**src/rtl/lcd_msg_scheduler_pkg.sv**
```systemverilog
// Shared types and constants for the two-requester LCD message scheduler.
package lcd_msg_scheduler_pkg;

  localparam int unsigned LINE_W          = 128;
  localparam int unsigned DEFAULT_DWELL   = 50_000_000;
  localparam int unsigned DEFAULT_TIMEOUT = 200_000_000;

  typedef enum logic [2:0] {
    IDLE,
    LATCH,
    START,
    WAIT_DONE,
    DWELL
  } state_t;

  function automatic logic [31:0] sat_inc(input logic [31:0] v);
    return (v == '1) ? v : v + 32'd1;
  endfunction

endpackage

```
**src/rtl/lcd_msg_scheduler_if.sv**
```systemverilog
// Scheduler-to-LCD-writer link: latched text plus start/busy/done handshake.
interface lcd_msg_scheduler_if;

  logic [lcd_msg_scheduler_pkg::LINE_W-1:0] line1;
  logic [lcd_msg_scheduler_pkg::LINE_W-1:0] line2;
  logic                                     wr_start;
  logic                                     wr_busy;
  logic                                     wr_done;

  modport master (output line1, line2, wr_start, input wr_busy, wr_done);
  modport slave  (input line1, line2, wr_start, output wr_busy, wr_done);

endinterface

```
**src/rtl/lcd_rr_arb.sv**
```systemverilog
// Two-way round-robin arbiter; the pointer moves only when a grant is taken.
module lcd_rr_arb (
  input  logic       clk,
  input  logic       rst,
  input  logic [1:0] req,
  input  logic       advance,
  output logic [1:0] gnt
);

  logic prio;  // 0: requester 0 wins a tie, 1: requester 1 wins a tie

  // NOTE: every always_comb output gets a default first so no latch is inferred.
  always_comb begin
    gnt = 2'b00;
    unique case (req)
      2'b01:   gnt = 2'b01;
      2'b10:   gnt = 2'b10;
      2'b11:   gnt = prio ? 2'b10 : 2'b01;
      default: gnt = 2'b00;
    endcase
  end

  // NOTE: sequential state uses non-blocking assignments only.
  always_ff @(posedge clk or posedge rst) begin
    if (rst)
      prio <= 1'b0;
    else if (advance && (gnt != 2'b00))
      prio <= gnt[0];
  end

endmodule

```
**src/rtl/lcd_msg_scheduler.sv**
```systemverilog
// Grants one of two message sources, hands its two lines to the LCD writer,
// waits for completion (with timeout) and holds the text for a dwell period.
module lcd_msg_scheduler
  import lcd_msg_scheduler_pkg::*;
#(
  parameter int unsigned DWELL_CYCLES   = DEFAULT_DWELL,
  parameter int unsigned TIMEOUT_CYCLES = DEFAULT_TIMEOUT
) (
  input  logic               clk,
  input  logic               rst,
  input  logic [1:0]         req,
  input  logic [LINE_W-1:0]  msg0_l1,
  input  logic [LINE_W-1:0]  msg0_l2,
  input  logic [LINE_W-1:0]  msg1_l1,
  input  logic [LINE_W-1:0]  msg1_l2,
  output logic [1:0]         gnt,
  output logic               active_id,
  output logic               busy,
  output logic               err,
  lcd_msg_scheduler_if.master lcd
);

  localparam logic [31:0] TIMEOUT_LAST = (TIMEOUT_CYCLES == 0) ? 32'd0 : 32'(TIMEOUT_CYCLES - 1);
  localparam logic [31:0] DWELL_LAST   = (DWELL_CYCLES == 0)   ? 32'd0 : 32'(DWELL_CYCLES - 1);

  state_t      state;
  logic [31:0] cnt;
  logic [1:0]  arb_gnt;

  lcd_rr_arb u_arb (
    .clk     (clk),
    .rst     (rst),
    .req     (req),
    .advance (state == LATCH),
    .gnt     (arb_gnt)
  );

  assign busy = (state != IDLE);

  // NOTE: the wide line registers are plain flops, so they take the async reset like the rest.
  always_ff @(posedge clk or posedge rst) begin
    if (rst) begin
      state        <= IDLE;
      cnt          <= '0;
      gnt          <= '0;
      active_id    <= 1'b0;
      err          <= 1'b0;
      lcd.line1    <= '0;
      lcd.line2    <= '0;
      lcd.wr_start <= 1'b0;
    end else begin
      gnt          <= '0;
      lcd.wr_start <= 1'b0;
      unique case (state)
        IDLE: begin
          cnt <= '0;
          if (req != 2'b00) state <= LATCH;
        end
        LATCH: begin
          // A request withdrawn before the latch cycle is dropped silently.
          if (req != 2'b00) begin
            gnt       <= arb_gnt;
            active_id <= arb_gnt[1];
            lcd.line1 <= arb_gnt[1] ? msg1_l1 : msg0_l1;
            lcd.line2 <= arb_gnt[1] ? msg1_l2 : msg0_l2;
            state     <= START;
          end else begin
            state <= IDLE;
          end
        end
        START: begin
          if (!lcd.wr_busy) begin
            lcd.wr_start <= 1'b1;
            cnt          <= '0;
            state        <= WAIT_DONE;
          end
        end
        WAIT_DONE: begin
          if (lcd.wr_done) begin
            cnt   <= '0;
            state <= (DWELL_CYCLES == 0) ? IDLE : DWELL;
          end else if (cnt >= TIMEOUT_LAST) begin
            err   <= 1'b1;
            cnt   <= '0;
            state <= IDLE;
          end else begin
            cnt <= sat_inc(cnt);
          end
        end
        DWELL: begin
          if (cnt >= DWELL_LAST) begin
            cnt   <= '0;
            state <= IDLE;
          end else begin
            cnt <= sat_inc(cnt);
          end
        end
        default: state <= IDLE;
      endcase
    end
  end

endmodule

```
**src/flat_wrapper.sv**
```systemverilog
// flat-port wrapper written by rule: the top's interface ports become plain ports
module lcd_msg_scheduler_flat import lcd_msg_scheduler_pkg::*;
#(
  parameter int unsigned DWELL_CYCLES   = DEFAULT_DWELL,
  parameter int unsigned TIMEOUT_CYCLES = DEFAULT_TIMEOUT
)
  (clk, rst, req, msg0_l1, msg0_l2, msg1_l1, msg1_l2, gnt, active_id, busy, err, lcd_line1, lcd_line2, lcd_wr_start, lcd_wr_busy, lcd_wr_done);
  lcd_msg_scheduler_if lcd_i ();
  input  logic clk;
  input  logic rst;
  input  logic [1:0] req;
  input  logic [LINE_W-1:0] msg0_l1;
  input  logic [LINE_W-1:0] msg0_l2;
  input  logic [LINE_W-1:0] msg1_l1;
  input  logic [LINE_W-1:0] msg1_l2;
  output logic [1:0] gnt;
  output logic active_id;
  output logic busy;
  output logic err;
  output wire logic [$bits(lcd_i.line1)-1:0] lcd_line1;
  output wire logic [$bits(lcd_i.line2)-1:0] lcd_line2;
  output wire logic [$bits(lcd_i.wr_start)-1:0] lcd_wr_start;
  input wire logic [$bits(lcd_i.wr_busy)-1:0] lcd_wr_busy;
  input wire logic [$bits(lcd_i.wr_done)-1:0] lcd_wr_done;
  assign lcd_line1 = lcd_i.line1;
  assign lcd_line2 = lcd_i.line2;
  assign lcd_wr_start = lcd_i.wr_start;
  assign lcd_i.wr_busy = lcd_wr_busy;
  assign lcd_i.wr_done = lcd_wr_done;
  lcd_msg_scheduler #(.DWELL_CYCLES(DWELL_CYCLES), .TIMEOUT_CYCLES(TIMEOUT_CYCLES)) u_core (.clk(clk), .rst(rst), .req(req), .msg0_l1(msg0_l1), .msg0_l2(msg0_l2), .msg1_l1(msg1_l1), .msg1_l2(msg1_l2), .gnt(gnt), .active_id(active_id), .busy(busy), .err(err), .lcd(lcd_i));
endmodule
```
**config.mk**
```make
export PLATFORM = sky130hd
export DESIGN_NAME = lcd_msg_scheduler_flat
export DESIGN_NICKNAME = d
export VERILOG_FILES = /design/src/rtl/lcd_msg_scheduler_pkg.sv /design/src/rtl/lcd_msg_scheduler_if.sv /design/src/rtl/lcd_rr_arb.sv /design/src/rtl/lcd_msg_scheduler.sv /design/src/flat_wrapper.sv
export SDC_FILE = /design/constraint.sdc
export NUM_CORES = 1
export LEC_CHECK = 0
export BUFFER_PORTS_ARGS = -buffer_cell sky130_fd_sc_hd__buf_4
export CORE_AREA = 10 10 299 301
export CTS_BUF_LIST = sky130_fd_sc_hd__clkbuf_4 sky130_fd_sc_hd__clkbuf_8
export DETAILED_ROUTE_END_ITERATION = 8
export DIE_AREA = 0 0 309 311
export PLACE_DENSITY = 0.37
export SLEW_MARGIN = 10
export SYNTH_ARGS = -nofsm -noshare
export SYNTH_HDL_FRONTEND = slang
export SYNTH_SLANG_ARGS = --single-unit
```
**constraint.sdc**
```tcl
create_clock -name clk -period 12.1 [get_ports clk]
set_input_delay 1.21 -clock clk [delete_from_list [all_inputs] [get_ports clk]]
set_output_delay 1.21 -clock clk [all_outputs]
set_load 0.1 [all_outputs]
```
# ---- After elaboration in Yosys (flattened, before gate mapping)
# Cells that the tools add are included.
dict set report totals {
  reg_bits 297
  in_bits 518
  out_inout_bits 262
  word_cells 56
}
dict set report op_classes {
  n_addsub 1
  n_lt_le_gt_ge 2
  n_eq_ne 12
  n_mux 21
  n_bitwise 1
  n_reduce_logical 10
}
# cell count
set op_table {}
lappend op_table {{128-bit two-way mux} 2}
lappend op_table {{32-bit two-way mux} 5}
lappend op_table {{32-bit case mux with 4 select lines} 1}
lappend op_table {{32-bit by 1-bit adder with 32-bit output (second input constant)} 1}
lappend op_table {{32-bit equality test (second input constant)} 1}
lappend op_table {{32-bit by 26-bit >= comparator with 1-bit output (second input constant)} 1}
lappend op_table {{32-bit by 28-bit >= comparator with 1-bit output (second input constant)} 1}
lappend op_table {{3-bit two-way mux} 5}
lappend op_table {{3-bit case mux with 5 select lines} 1}
lappend op_table {{2-bit two-way mux} 4}
lappend op_table {{3-bit by 2-bit equality test with 1-bit output (second input constant)} 2}
lappend op_table {{2-bit case mux with 3 select lines} 1}
lappend op_table {{2-bit equality test (second input constant)} 2}
lappend op_table {{2-bit by 1-bit != test with 1-bit output (second input constant)} 2}
lappend op_table {{2-bit AND reduction} 2}
lappend op_table {{4-bit AND reduction} 1}
lappend op_table {{2-bit nonzero test} 2}
lappend op_table {{4-bit nonzero test} 1}
lappend op_table {{3-bit by 1-bit equality test with 1-bit output (second input constant)} 1}
lappend op_table {{3-bit equality test (second input constant)} 1}
lappend op_table {{3-bit logical NOT} 1}
lappend op_table {{3-bit by 2-bit != test with 1-bit output (second input constant)} 1}
lappend op_table {{3-bit AND reduction} 1}
lappend op_table {{3-bit nonzero test} 1}
lappend op_table {{other kinds (5)} 6}

# ---- Logic depth before layout (Yosys ltp)
# Gate-level depths: netlist (run 1).
dict set report depth {
  depth_word 5
  ltp_mapped 9
  mapped_depth_nobuf 7
}

# ---- By module
# A second synthesis (run 1) with hierarchy kept.
dict set report hier_totals {
  cells_unflattened 1367
  hier_area_um2 13977.2
}
# mod n_inst cells_per_inst area_per_inst_um2 seq_area_each_um2
set by_module_without_submodules {}
lappend by_module_without_submodules {lcd_msg_scheduler 1 1360 13918.3 7407.1}
lappend by_module_without_submodules {lcd_rr_arb 1 7 58.8 25.0}

# ---- Worst setup path after synthesis (run 1)
# Ideal clock, no wire load.
dict set report synth_path {
  path_type {input to register}
  start {input req[0]}
  end {register u_core.lcd.line2[82]}
  setup_ns 0.133
  arrival_ns 2.471
  required_time_ns 11.967
  path_slack_ns 9.495
  cell_stages 7
  path_buffers 3
  path_cell_list {inv_1 -> o21ai_0 -> clkbuf_1 -> buf_2 -> clkbuf_1 -> mux2i_1 -> o21ai_0}
}
dict set report synth_between {
  elab_chain_cells 3
  word_cells_on_any_way 7
  classes_between {3 x eq/ne; 2 x mux; 2 x reduce/logical}
}
# item line_no
set synth_lines {}
lappend synth_lines {{start, declared} flat_wrapper.sv:11} ;# input logic [1:0] req;
lappend synth_lines {{2-bit equality test / 2-bit by 1-bit equality test with 1-bit output (equally long branches)} lcd_rr_arb.sv:15} ;# unique case (req)
lappend synth_lines {{2-bit case mux with 3 select lines} lcd_rr_arb.sv:15}
lappend synth_lines {{128-bit two-way mux} lcd_msg_scheduler.sv:65} ;# lcd.line2 <= arb_gnt[1] ? msg1_l2 : msg0_l2;
lappend synth_lines {{end signal, assigned} lcd_msg_scheduler.sv:65}
lappend synth_lines {{end, declared} lcd_msg_scheduler_if.sv:10} ;# modport master (output line1, line2, wr_start, input wr_busy, wr_done);
# Parallel ways exist; a longest one is shown, timed or not.
# A chain may end at the register's enable or synchronous reset.

# ---- Worst setup path in the final report (run 1)
dict set report layout_path {
  start {input req[1]}
  end {register u_core.lcd.line1[125]}
}
dict set report layout_between {
  elab_chain_cells 3
  word_cells_on_any_way 7
  classes_between {3 x eq/ne; 2 x mux; 2 x reduce/logical}
}
# item line_no
set layout_lines {}
lappend layout_lines {{2-bit equality test / 2-bit by 1-bit equality test with 1-bit output (equally long branches)} lcd_rr_arb.sv:15}
lappend layout_lines {{2-bit case mux with 3 select lines} lcd_rr_arb.sv:15}
lappend layout_lines {{128-bit two-way mux} lcd_msg_scheduler.sv:64} ;# lcd.line1 <= arb_gnt[1] ? msg1_l1 : msg0_l1;
lappend layout_lines {{end signal, assigned} lcd_msg_scheduler.sv:64}
lappend layout_lines {{end, declared} lcd_msg_scheduler_if.sv:10}
# Parallel ways exist; a longest one is shown, timed or not.

==> results of run 1 <==
worst min-delay path by stage:
stage | from | end | slack (ns) | cells after the start
after floorplan | u_core.u_arb.prio | u_core.u_arb.prio | 0.46 | 2
after global placement | u_core.lcd.line1[119] | u_core.lcd.line1[119] | 0.46 | 2
after CTS | u_core.lcd.line1[111] | u_core.lcd.line1[111] | 0.48 | 2
after detailed placement | u_core.lcd.line1[111] | u_core.lcd.line1[111] | 0.47 | 2
after global routing | u_core.lcd.line1[26] | u_core.lcd.line1[26] | 0.50 | 2
final | u_core.lcd.line1[33] | u_core.lcd.line1[33] | 0.48 | 2
cells by family after synthesis:
family                     count (synthesis)  share of synthesized area
AOI/OAI and AO/OA                        334                      0.130
DFF                                      297                      0.533
and+or+nand+nor                          378                      0.116
muxes                                    258                      0.185
adders and majority gates                  1                   0.000897
xor gates and xnor gates                   1                   0.000628
buffers and inverters                    109                     0.0349
per-stage QoR:
step / cell area (um^2) / utilization / hold WS, ns / setup slack (ns) / cells
detailed placement: 20900 / 0.250 / 0.471 / 7.65 / 3151
finish: 22100 / 0.266 / 0.478 / 8.35 / 3259
CTS: 22100 / 0.266 / 0.483 / 8.40 / 3258
floorplan: 14000 / - / 0.460 / 2.69 / 1378
global route: 22100 / 0.266 / 0.500 / 7.93 / 3259
global placement: 20900 / 0.250 / 0.464 / 7.75 / 3151
sequential cells by signal, indices dropped and copies added, names as in the netlist:
name                 count
u_core.state             3
u_core.lcd.wr_start      1
u_core.lcd.line1       128
u_core.gnt               2
u_core.err               1
u_core.active_id         1
u_core.cnt              32
u_core.lcd.line2       128
u_core.u_arb.prio        1
Yosys cell counts, drive strengths merged (2+ instances only):
| cell type | count |
|---|---|
| nand2 | 290 |
| o21bai | 3 |
| nor3 | 8 |
| and4b | 3 |
| nand3 | 15 |
| mux2i | 258 |
| o22ai | 2 |
| inv | 9 |
| o21a | 2 |
| o21ai | 266 |
| buf | 54 |
| nand2b | 2 |
| o211ai | 2 |
| and2 | 9 |
| a41oi | 7 |
| nand3b | 3 |
| nor2 | 17 |
| nor2b | 3 |
| clkbuf | 46 |
| nor4 | 5 |
| and3 | 3 |
| a31oi | 21 |
| a21oi | 18 |
| or3 | 2 |
| a211oi | 3 |
| dfrtp | 297 |
| a21o | 2 |
| nand4 | 13 |
area by class of cell:
class / count / area, um^2 / share of cell area
multi-input cells: 972 / 6060 / 0.274
flip-flops and latches: 297 / 7430 / 0.336
inverters: 9 / 41.3 / 0.00187
well taps: 1080 / 1350 / 0.0611
diodes: 1 / 2.50 / 0.000113
clock inverters: 12 / 95.1 / 0.00430
clock buffers: 95 / 1180 / 0.0531
repair buffers: 793 / 5980 / 0.270
per-layer routing:
metal	up-vias	global-route usage
li1	6355	-
met1	5959	0.139
met2	461	0.246
met3	86	0.0472
met4	2	0.0366
met5	-	0
critical path: cells and delay by family:
kind            cells  cell delay, ns
compound gates      2            0.36
buf+inv             4            2.44
==> out/summary.txt, run 1 <==
Cell mode on critical path -> buf_4
Unrepaired setup endpoints after global routing -> no
Post-synthesis area per instance -> 10.1 um^2
Final GP Congestion -> 0.862
Worst Skew -> 0.0172 ns
Hold Violations, Final -> 0
Cts hold-fix bufs -> 0
CTS tree -> done
DR WL met3 -> 5840 um
PortBufs -> 779
Gate Count Post-Synth -> 1378
Crit-path slowest cell -> buf_4
Ys flop type -> dfrtp_1
Critical path data arrival time -> 4.21 ns
Highest metal used -> met5
Worst-path maximum fanout -> 118
Via density -> 3.95
CTS root buf -> clkbuf_8
Final-report setup violation count -> 0
Sum of net half-perimeters after detailed placement -> 53800 um
Ratio of cells with drive above 1 in the final layout -> 0.418
Die ar. -> 96100 um^2
Worst Reg-to-Reg Cells -> 6
Fin. max-slew vios -> 0
Longest Clk Path Bufs -> 3
Initial antenna violation count -> 2
Largest area contributor in the netlist -> dfrtp_1
Number of enable flip-flop cells after synthesis -> 0
Initial core utilization -> 0.168
Ports -> 780
Syn Nets -> 1897
Core area -> 83300 um^2
Fillers -> 8955
Worst Setup EP -> u_core.lcd.line1[125]
Area growth syn-to-layout -> 58.6%
Cell Rows -> 106
Yosys reg bits -> 297
Yosys warns -> 0
Req. time, crit path -> 12.56 ns
Number of global-route vias before repair -> 14169
Worst hold-check path type -> flop to flop
Most frequent cells in the layout -> buf_4, dfrtp_1, nand2_1
Maximum Capacitance Violations -> 0
Seq/Total Area, Yosys -> 0.533
Num CTS Buffers -> 59
Metal2 WL -> 35400 um
Post-CTS Resized -> 0
Fmax -> 0.267 GHz
Drt first pass iters -> 4
Commonest non-fill, non-tap cell in the layout -> buf_4
Die height -> 311 um
H-tree depth -> 2
Crit path capture type -> flop
Total track usage -> 0.133
Post-synth ARST share -> 1.00
DIE WIDTH -> 309 um
Tcrit/Tclk final -> 0.310
Cell area after synthesis -> 14000 um^2
Share of the synthesized area in the top cell type -> 0.533
R2R setup slack -> 8.44 ns
Final critical-path required period -> 3.75 ns
Critical Path Start -> req[1]
Largest net degree at the start of global routing -> 125
WS Path Type -> input pin to flop
DRT iter0 DRCs -> 498
Overflow after GRT -> 0
Antenna-violating nets left -> 0
Latest clock arrival within the worst-skew pair -> 0.63 ns
Total wire length -> 66900 um
# Post-CTS Setup Buffers -> 0
Top cells by area, synth -> dfrtp_1, mux2i_1, o21ai_0, nand2_1, buf_2
Clock Pin Slew Worst Setup and Hold Paths -> 0.06 ns
Startpoint Class -> input pin
First-pass GRT wire length -> 95900 um
Nets -> 2651
Setup TNS -> 0 ns
Slew margin rel. -> 0.278
Outcome -> complete, no violations
Worst slew pin tran -> 1.08 ns
Via count -> 12863
# DRC -> 0
DRT met1 WL -> 24100 um
CTS Sinks -> 297
Crit-path cells -> buf_4 > o21ai_4 > buf_4 > buf_4 > buf_4 > o21ai_0
CP max stage delay -> 0.86 ns
Reg2reg start -> u_core.state[1]
Critical R2R Capture -> u_core.lcd.line1[125]
Yosys cell types -> 51
Average wire per standard cell -> 20.5 um
Power of run 1 is left out: the tool's default activity adds up to more than one toggle a clock period on the data nets, which glitch-free logic cannot reach.
==> inputs of run 2 (changes only) <==
==> constraint.sdc (replaced) <==
create_clock -name clk -period 3.5 [get_ports clk]
set_input_delay 0.35 -clock clk [delete_from_list [all_inputs] [get_ports clk]]
set_output_delay 0.35 -clock clk [all_outputs]
set_load 0.1 [all_outputs]
==> run 2 against run 1 <==
Effect of this change:
- core utilization up 5.7 points
- clock skew up 0.014 ns
- die area unchanged
- hold slack worse by 0.41 ns
- wire length up 2.6%
- register-to-register slack worse by 7.7 ns
- sequential share of layout area down 5.9 points
- final area up 21%
- critical path depth up 1
- critical endpoint is now u_core.cnt[10]
- highest routed layer unchanged
==> out/summary.txt, run 2 (synthesized netlist as in run 1, its figures left out) <==
Number of global-route vias before repair -> 16110 (+14%)
Crit path capture type -> flop
Overflow after GRT -> 0 (unchanged)
Sum of net half-perimeters after detailed placement -> 54200 um (+0.81%)
Clock Pin Slew Worst Setup and Hold Paths -> 0.07 ns (about the same)
Die height -> 311 um (unchanged)
WS Path Type -> flop to flop
Largest regs -> u_core.lcd.line1 (128), u_core.lcd.line2 (128), u_core.cnt (32)
Pwr per Cell Area -> 1030 nW/um^2
Latest clock arrival within the worst-skew pair -> 0.65 ns (+0.02 ns)
Final critical-path required period -> 2.75 ns
First-pass GRT wire length -> 103000 um (+7.1%)
Antenna-violating nets left -> 0 (unchanged)
Worst hold-check path type -> input pin to flop
Die ar. -> 96100 um^2 (unchanged)
Ratio of cells with drive above 1 in the final layout -> 0.357 (-0.0606)
Via count -> 14720 (+14%)
Worst-path maximum fanout -> 21 (-82%)
Hold Violations, Final -> 0 (unchanged)
Area growth syn-to-layout -> 92.5%
Cell Rows -> 106 (unchanged)
Initial core utilization -> 0.168 (unchanged)
Initial antenna violation count -> 5 (+3)
Placed cells -> 3179 (+0.89%)
Drt first pass iters -> 5 (+1)
Worst Skew -> 0.0314 ns (+0.0142 ns)
DIE WIDTH -> 309 um (unchanged)
Final-report setup violation count -> 0 (unchanged)
DRT iter0 DRCs -> 613 (+23%)
Finished Layout Cells -> 3721 (+14%)
Fmax -> 0.364 GHz
Num CTS Buffers -> 59 (unchanged)
Req. time, crit path -> 4.07 ns (-8.49 ns)
H-tree depth -> 2 (unchanged)
Final GP Congestion -> 0.823 (-4.6%)
Largest net degree at the start of global routing -> 112 (-10%)
Unrepaired setup endpoints after global routing -> no
Worst slew pin tran -> 0.887 ns (-0.196 ns)
CTS tree -> done
PortBufs -> 779 (unchanged)
Most frequent cells in the layout -> buf_4, dlygate4sd3_1, dfrtp_1
Outcome -> complete, no violations
Total wire length -> 68600 um (+2.6%)
Critical path data arrival time -> 3.32 ns (-0.89 ns)
Longest Clk Path Bufs -> 3 (unchanged)
# Post-CTS Setup Buffers -> 0 (unchanged)
Total track usage -> 0.138 (+0.00527)
Via density -> 3.96 (+0.23%)
Final Instance Area -> 26900 um^2 (+21%)
Peak VDD IR -> 0.000578 V
Maximum Capacitance Violations -> 0 (unchanged)
CTS Sinks -> 297 (unchanged)
Pleak -> 13.5 nW
Setup TNS -> 0 ns (unchanged)
Slew margin rel. -> 0.405 (+0.127)
# DRC -> 0 (unchanged)
Core area -> 83300 um^2 (unchanged)
Ports -> 780 (unchanged)
DP Area -> 21200 um^2 (+1.5%)
Average wire per standard cell -> 18.4 um (-10%)
Commonest non-fill, non-tap cell in the layout -> buf_4
CTS root buf -> clkbuf_8
Fin. max-slew vios -> 0 (unchanged)
Nets -> 3106 (+17%)
Fillers -> 8698 (-2.9%)
Tcrit/Tclk final -> 0.785
Startpoint Class -> flop
==> run 2: stage by stage <==
stage	setup WS, ns	util	hold slack (ns)	total power, mW
3_5_place_dp	0.763	0.254	0.467	23.2
4_1_cts	0.757	0.322	0.000192	28.2
2_1_floorplan	-0.795	-	0.416	18.6
6_report	0.752	0.323	0.0657	27.7
5_1_grt	0.482	0.322	0.00615	29.2
3_3_place_gp	0.772	0.254	0.465	23.1
==> run 2: power breakdown <==
group	internal, mW	leakage (nW)	total [mW]	switching [mW]
sequential	4.90	3.76	5.72	0.819
clock	2.54	0.736	4.19	1.64
combinational	3.96	8.99	17.8	13.9
==> run 2: repair_timing <==
item / 4_1_cts / 5_1_grt
endpoints found under the hold margin: 246 / 0
hold buffers: 427 / 0
gates resized for setup: 0 / 0
==> run 2: cell type report <==
type / count / area [um^2] / share of cell area
repair buffers: 1248 / 10600 / 0.394
flip-flops and latches: 297 / 7430 / 0.277
multi-input cells: 972 / 6060 / 0.225
well taps: 1080 / 1350 / 0.0503
clock buffers: 95 / 1160 / 0.0433
clock inverters: 16 / 238 / 0.00885
inverters: 9 / 37.5 / 0.00140
diodes: 4 / 10.0 / 0.000373
==> run 2: final timing paths <==
kind / startpoint / endpoint / slack (ns) / depth (start not counted)
worst max register to register: u_core.cnt[29] / u_core.cnt[10] / 0.75 / 7
min in group asynchronous: rst / u_core.lcd.line1[121] / 0.44 / 3
max in group asynchronous: rst / u_core.cnt[12] / 2.09 / 5
worst min register to register: u_core.lcd.line1[15] / u_core.lcd.line1[15] / 0.48 / 2
worst min-delay path: msg1_l1[64] / u_core.lcd.line1[64] / 0.07 / 3
worst max-delay path: u_core.cnt[29] / u_core.cnt[10] / 0.75 / 7
==> run 2: worst max-delay path: stages, from the launching register on <==
cell,delay (ns)
dfrtp_1,0.39
nor4_1,0.45
nand2_1,0.12
or3_1,0.37
o21bai_2,0.68
buf_4,0.34
a41oi_1,0.13
a31oi_1,0.18
==> run 2: metal layers <==
layer  up-vias  share of wire  GRT usage  wire, um
li1       7266              -          -         -
met1      6886           0.37      0.147     25400
met2       470           0.53      0.257     36500
met3        96          0.074     0.0433      5090
met4         2          0.023     0.0380      1590
met5         -        0.00013          0         9
Power figures use the tool's default switching activity.
==> inputs of run 3 (changes only) <==
--- a/config.mk
+++ b/config.mk
@@ -6,11 +6,11 @@
 export NUM_CORES = 1
 export LEC_CHECK = 0
 export BUFFER_PORTS_ARGS = -buffer_cell sky130_fd_sc_hd__buf_4
-export CORE_AREA = 10 10 299 301
+export CORE_AREA = 10 10 295 297
 export CTS_BUF_LIST = sky130_fd_sc_hd__clkbuf_4 sky130_fd_sc_hd__clkbuf_8
 export DETAILED_ROUTE_END_ITERATION = 8
-export DIE_AREA = 0 0 309 311
-export PLACE_DENSITY = 0.37
+export DIE_AREA = 0 0 305 307
+export PLACE_DENSITY = 0.39
 export SLEW_MARGIN = 10
 export SYNTH_ARGS = -nofsm -noshare
 export SYNTH_HDL_FRONTEND = slang
==> constraint.sdc (replaced) <==
create_clock -name clk -period 2.25 [get_ports clk]
set_input_delay 0.225 -clock clk [delete_from_list [all_inputs] [get_ports clk]]
set_output_delay 0.225 -clock clk [all_outputs]
set_load 0.1 [all_outputs]
==> run 3 against run 2 <==
Effect of this change:
- combinational power grew 57%
- global-route usage grew 0.50 points
- critical path depth shrank 1
- worst setup slack lost 0.71 ns
- clock power grew 48%
- via count grew 4.3%
- die area shrank 2.6%
- wire length grew 2.4%
- first-iteration DRC count grew 14%
- register-to-register slack lost 0.71 ns
- core utilization grew 2.3 points
- critical endpoint is now u_core.lcd.line2[55]
==> out/summary.txt, run 3 (synthesized netlist as in run 1, its figures left out) <==
Req. time, crit path -> 2.76 ns (-1.31 ns)
Core area -> 81300 um^2 (-2.4%)
Cell Rows -> 105 (-0.94%)
First-pass GRT wire length -> 105000 um (+2.1%)
Total wire length -> 70200 um (+2.4%)
Overflow after GRT -> 0 (unchanged)
Latest clock arrival within the worst-skew pair -> 0.66 ns (about the same)
Outcome -> complete, no violations
Setup TNS -> 0 ns (unchanged)
Ports -> 780 (unchanged)
Final GP Congestion -> 0.875 (+6.4%)
Worst Reg-to-Reg Cells -> 6 (-1)
Maximum Capacitance Violations -> 0 (unchanged)
PortBufs -> 779 (unchanged)
Longest Clk Path Bufs -> 3 (unchanged)
Worst-path maximum fanout -> 31 (+48%)
Largest net degree at the start of global routing -> 207 (+85%)
Fin. max-slew vios -> 0 (unchanged)
Drt first pass iters -> 4 (-1)
Pwr per Cell Area -> 1540 nW/um^2 (+49%)
Largest regs -> u_core.lcd.line1 (128), u_core.lcd.line2 (128), u_core.cnt (32)
Slew margin rel. -> 0.358 (-0.0477)
Number of global-route vias before repair -> 16944 (+5.2%)
Average wire per standard cell -> 18.3 um (-0.60%)
Total track usage -> 0.143 (+0.00500)
Initial core utilization -> 0.172 (+0.00405)
WS Path Type -> flop to flop
Hold Path Depth -> 3 (unchanged)
Critical path data arrival time -> 2.72 ns (-0.60 ns)
Most frequent cells in the layout -> buf_4, dlygate4sd3_1, dfrtp_1
Die ar. -> 93600 um^2 (-2.6%)
Area growth syn-to-layout -> 101%
H-tree depth -> 2 (unchanged)
Tot Pwr -> 43.1 mW (+55%)
Num CTS Buffers -> 60 (+1.7%)
Sum of net half-perimeters after detailed placement -> 54400 um (+0.28%)
Worst hold-check path type -> input pin to flop
Via count -> 15346 (+4.3%)
WHS -> 0.0501 ns (-0.0156 ns)
Die height -> 307 um (-1.3%)
Fillers -> 8252 (-5.1%)
Startpoint Class -> flop
CTS tree -> done
CTS Sinks -> 297 (unchanged)
CTS root buf -> clkbuf_8
CP max stage delay -> 0.58 ns (-0.10 ns)
Nets -> 3232 (+4.1%)
Fmax -> 0.453 GHz (+25%)
DRT iter0 DRCs -> 698 (+14%)
Tcrit/Tclk final -> 0.981 (+0.196)
Clock Pin Slew Worst Setup and Hold Paths -> 0.06 ns (about the same)
Final critical-path required period -> 2.21 ns (-0.541 ns)
Hold Violations, Final -> 0 (unchanged)
Worst slew pin tran -> 0.964 ns (+0.0769 ns)
DIE WIDTH -> 305 um (-1.3%)
Pleak -> 14.1 nW (+4.4%)
Initial antenna violation count -> 2 (-3)
# DRC -> 0 (unchanged)
Commonest non-fill, non-tap cell in the layout -> buf_4
Unrepaired setup endpoints after global routing -> yes
Crit-path cells -> o21ai_4 > buf_12 > buf_4 > mux2i_1 > dlygate4sd3_1 > o21ai_0
Via density -> 4.00 (+1.2%)
Peak VDD IR -> 0.000948 V (+64%)
Worst Skew -> 0.0388 ns (+0.00740 ns)
# Post-CTS Setup Buffers -> 0 (unchanged)
Crit path capture type -> flop
Antenna-violating nets left -> 0 (unchanged)
Crit-path slowest cell -> dlygate4sd3_1
Final-report setup violation count -> 0 (unchanged)
Ratio of cells with drive above 1 in the final layout -> 0.357 (-0.000469)
run 3: cell count changes in the layout (fill, tap and decap cells not counted), moves of 8 or more:
cell           previous run  this run
clkbuf_4                 23        12
clkbuf_8                 72        81
buf_6                     0         8
buf_4                   810       837
dlygate4sd3_1           427       510
run 3: per-layer routing:
metal	global-route usage	routed length [um]	vias up
met3	0.0468	5220	125
met1	0.154	26300	7174
met4	0.0528	2390	2
li1	-	-	7514
met2	0.258	36300	531
met5	0	8	-
run 3: repair_timing:
action | CTS | global route
hold endpoints to repair | 405 | 0
resized for setup | 0 | 22
hold buffers | 514 | 0
setup endpoints to repair | 0 | 48
run 3: area by class of cell:
cell class / count / area, um^2 / area share
Antenna cell: 2 / 5.00 / 0.000178
Clock buffer: 93 / 1200 / 0.0429
Clock inverter: 17 / 151 / 0.00539
Inverter: 9 / 37.5 / 0.00134
Multi-Input combinational cell: 972 / 6080 / 0.217
Sequential cell: 297 / 7430 / 0.265
Tap cell: 1070 / 1340 / 0.0477
Timing Repair Buffer: 1373 / 11800 / 0.421
run 3: worst max-delay path: cells and delay by family, from the launching register on:
| kind | cells | cell delay [ns] |
|---|---|---|
| buffers and inverters | 3 | 1.07 |
| DFF | 1 | 0.42 |
| AOI/OAI and AO/OA | 2 | 0.27 |
| muxes | 1 | 0.22 |
run 3: worst paths after layout:
kind,start,endpoint,slack [ns]
setup / recovery,u_core.u_arb.prio,u_core.lcd.line2[55],0.04
hold / removal,msg1_l2[32],u_core.lcd.line2[32],0.05
hold reg to reg,u_core.lcd.line1[15],u_core.lcd.line1[15],0.47
min in group asynchronous,rst,u_core.lcd.line1[45],0.17
setup reg to reg,u_core.u_arb.prio,u_core.lcd.line2[55],0.04
max in group asynchronous,rst,u_core.lcd.line1[119],1.24
run 3: through the flow:
| stage | setup slack (ns) | utilization | area (um^2) | std cells |
|---|---|---|---|---|
| 5_1_grt | -0.0474 | 0.345 | 28100 | 3833 |
| 2_1_floorplan | -1.92 | - | 14000 | 1378 |
| 6_report | 0.0437 | 0.345 | 28100 | 3833 |
| 3_3_place_gp | 0.0940 | 0.264 | 21500 | 3207 |
| 4_1_cts | 0.00777 | 0.344 | 28000 | 3831 |
| 3_5_place_dp | 0.0274 | 0.264 | 21500 | 3207 |
run 3: power breakdown:
part / switching, mW / internal, mW
Combinational: 21.7 / 6.32
Clock: 2.56 / 3.64
Sequential: 1.31 / 7.63
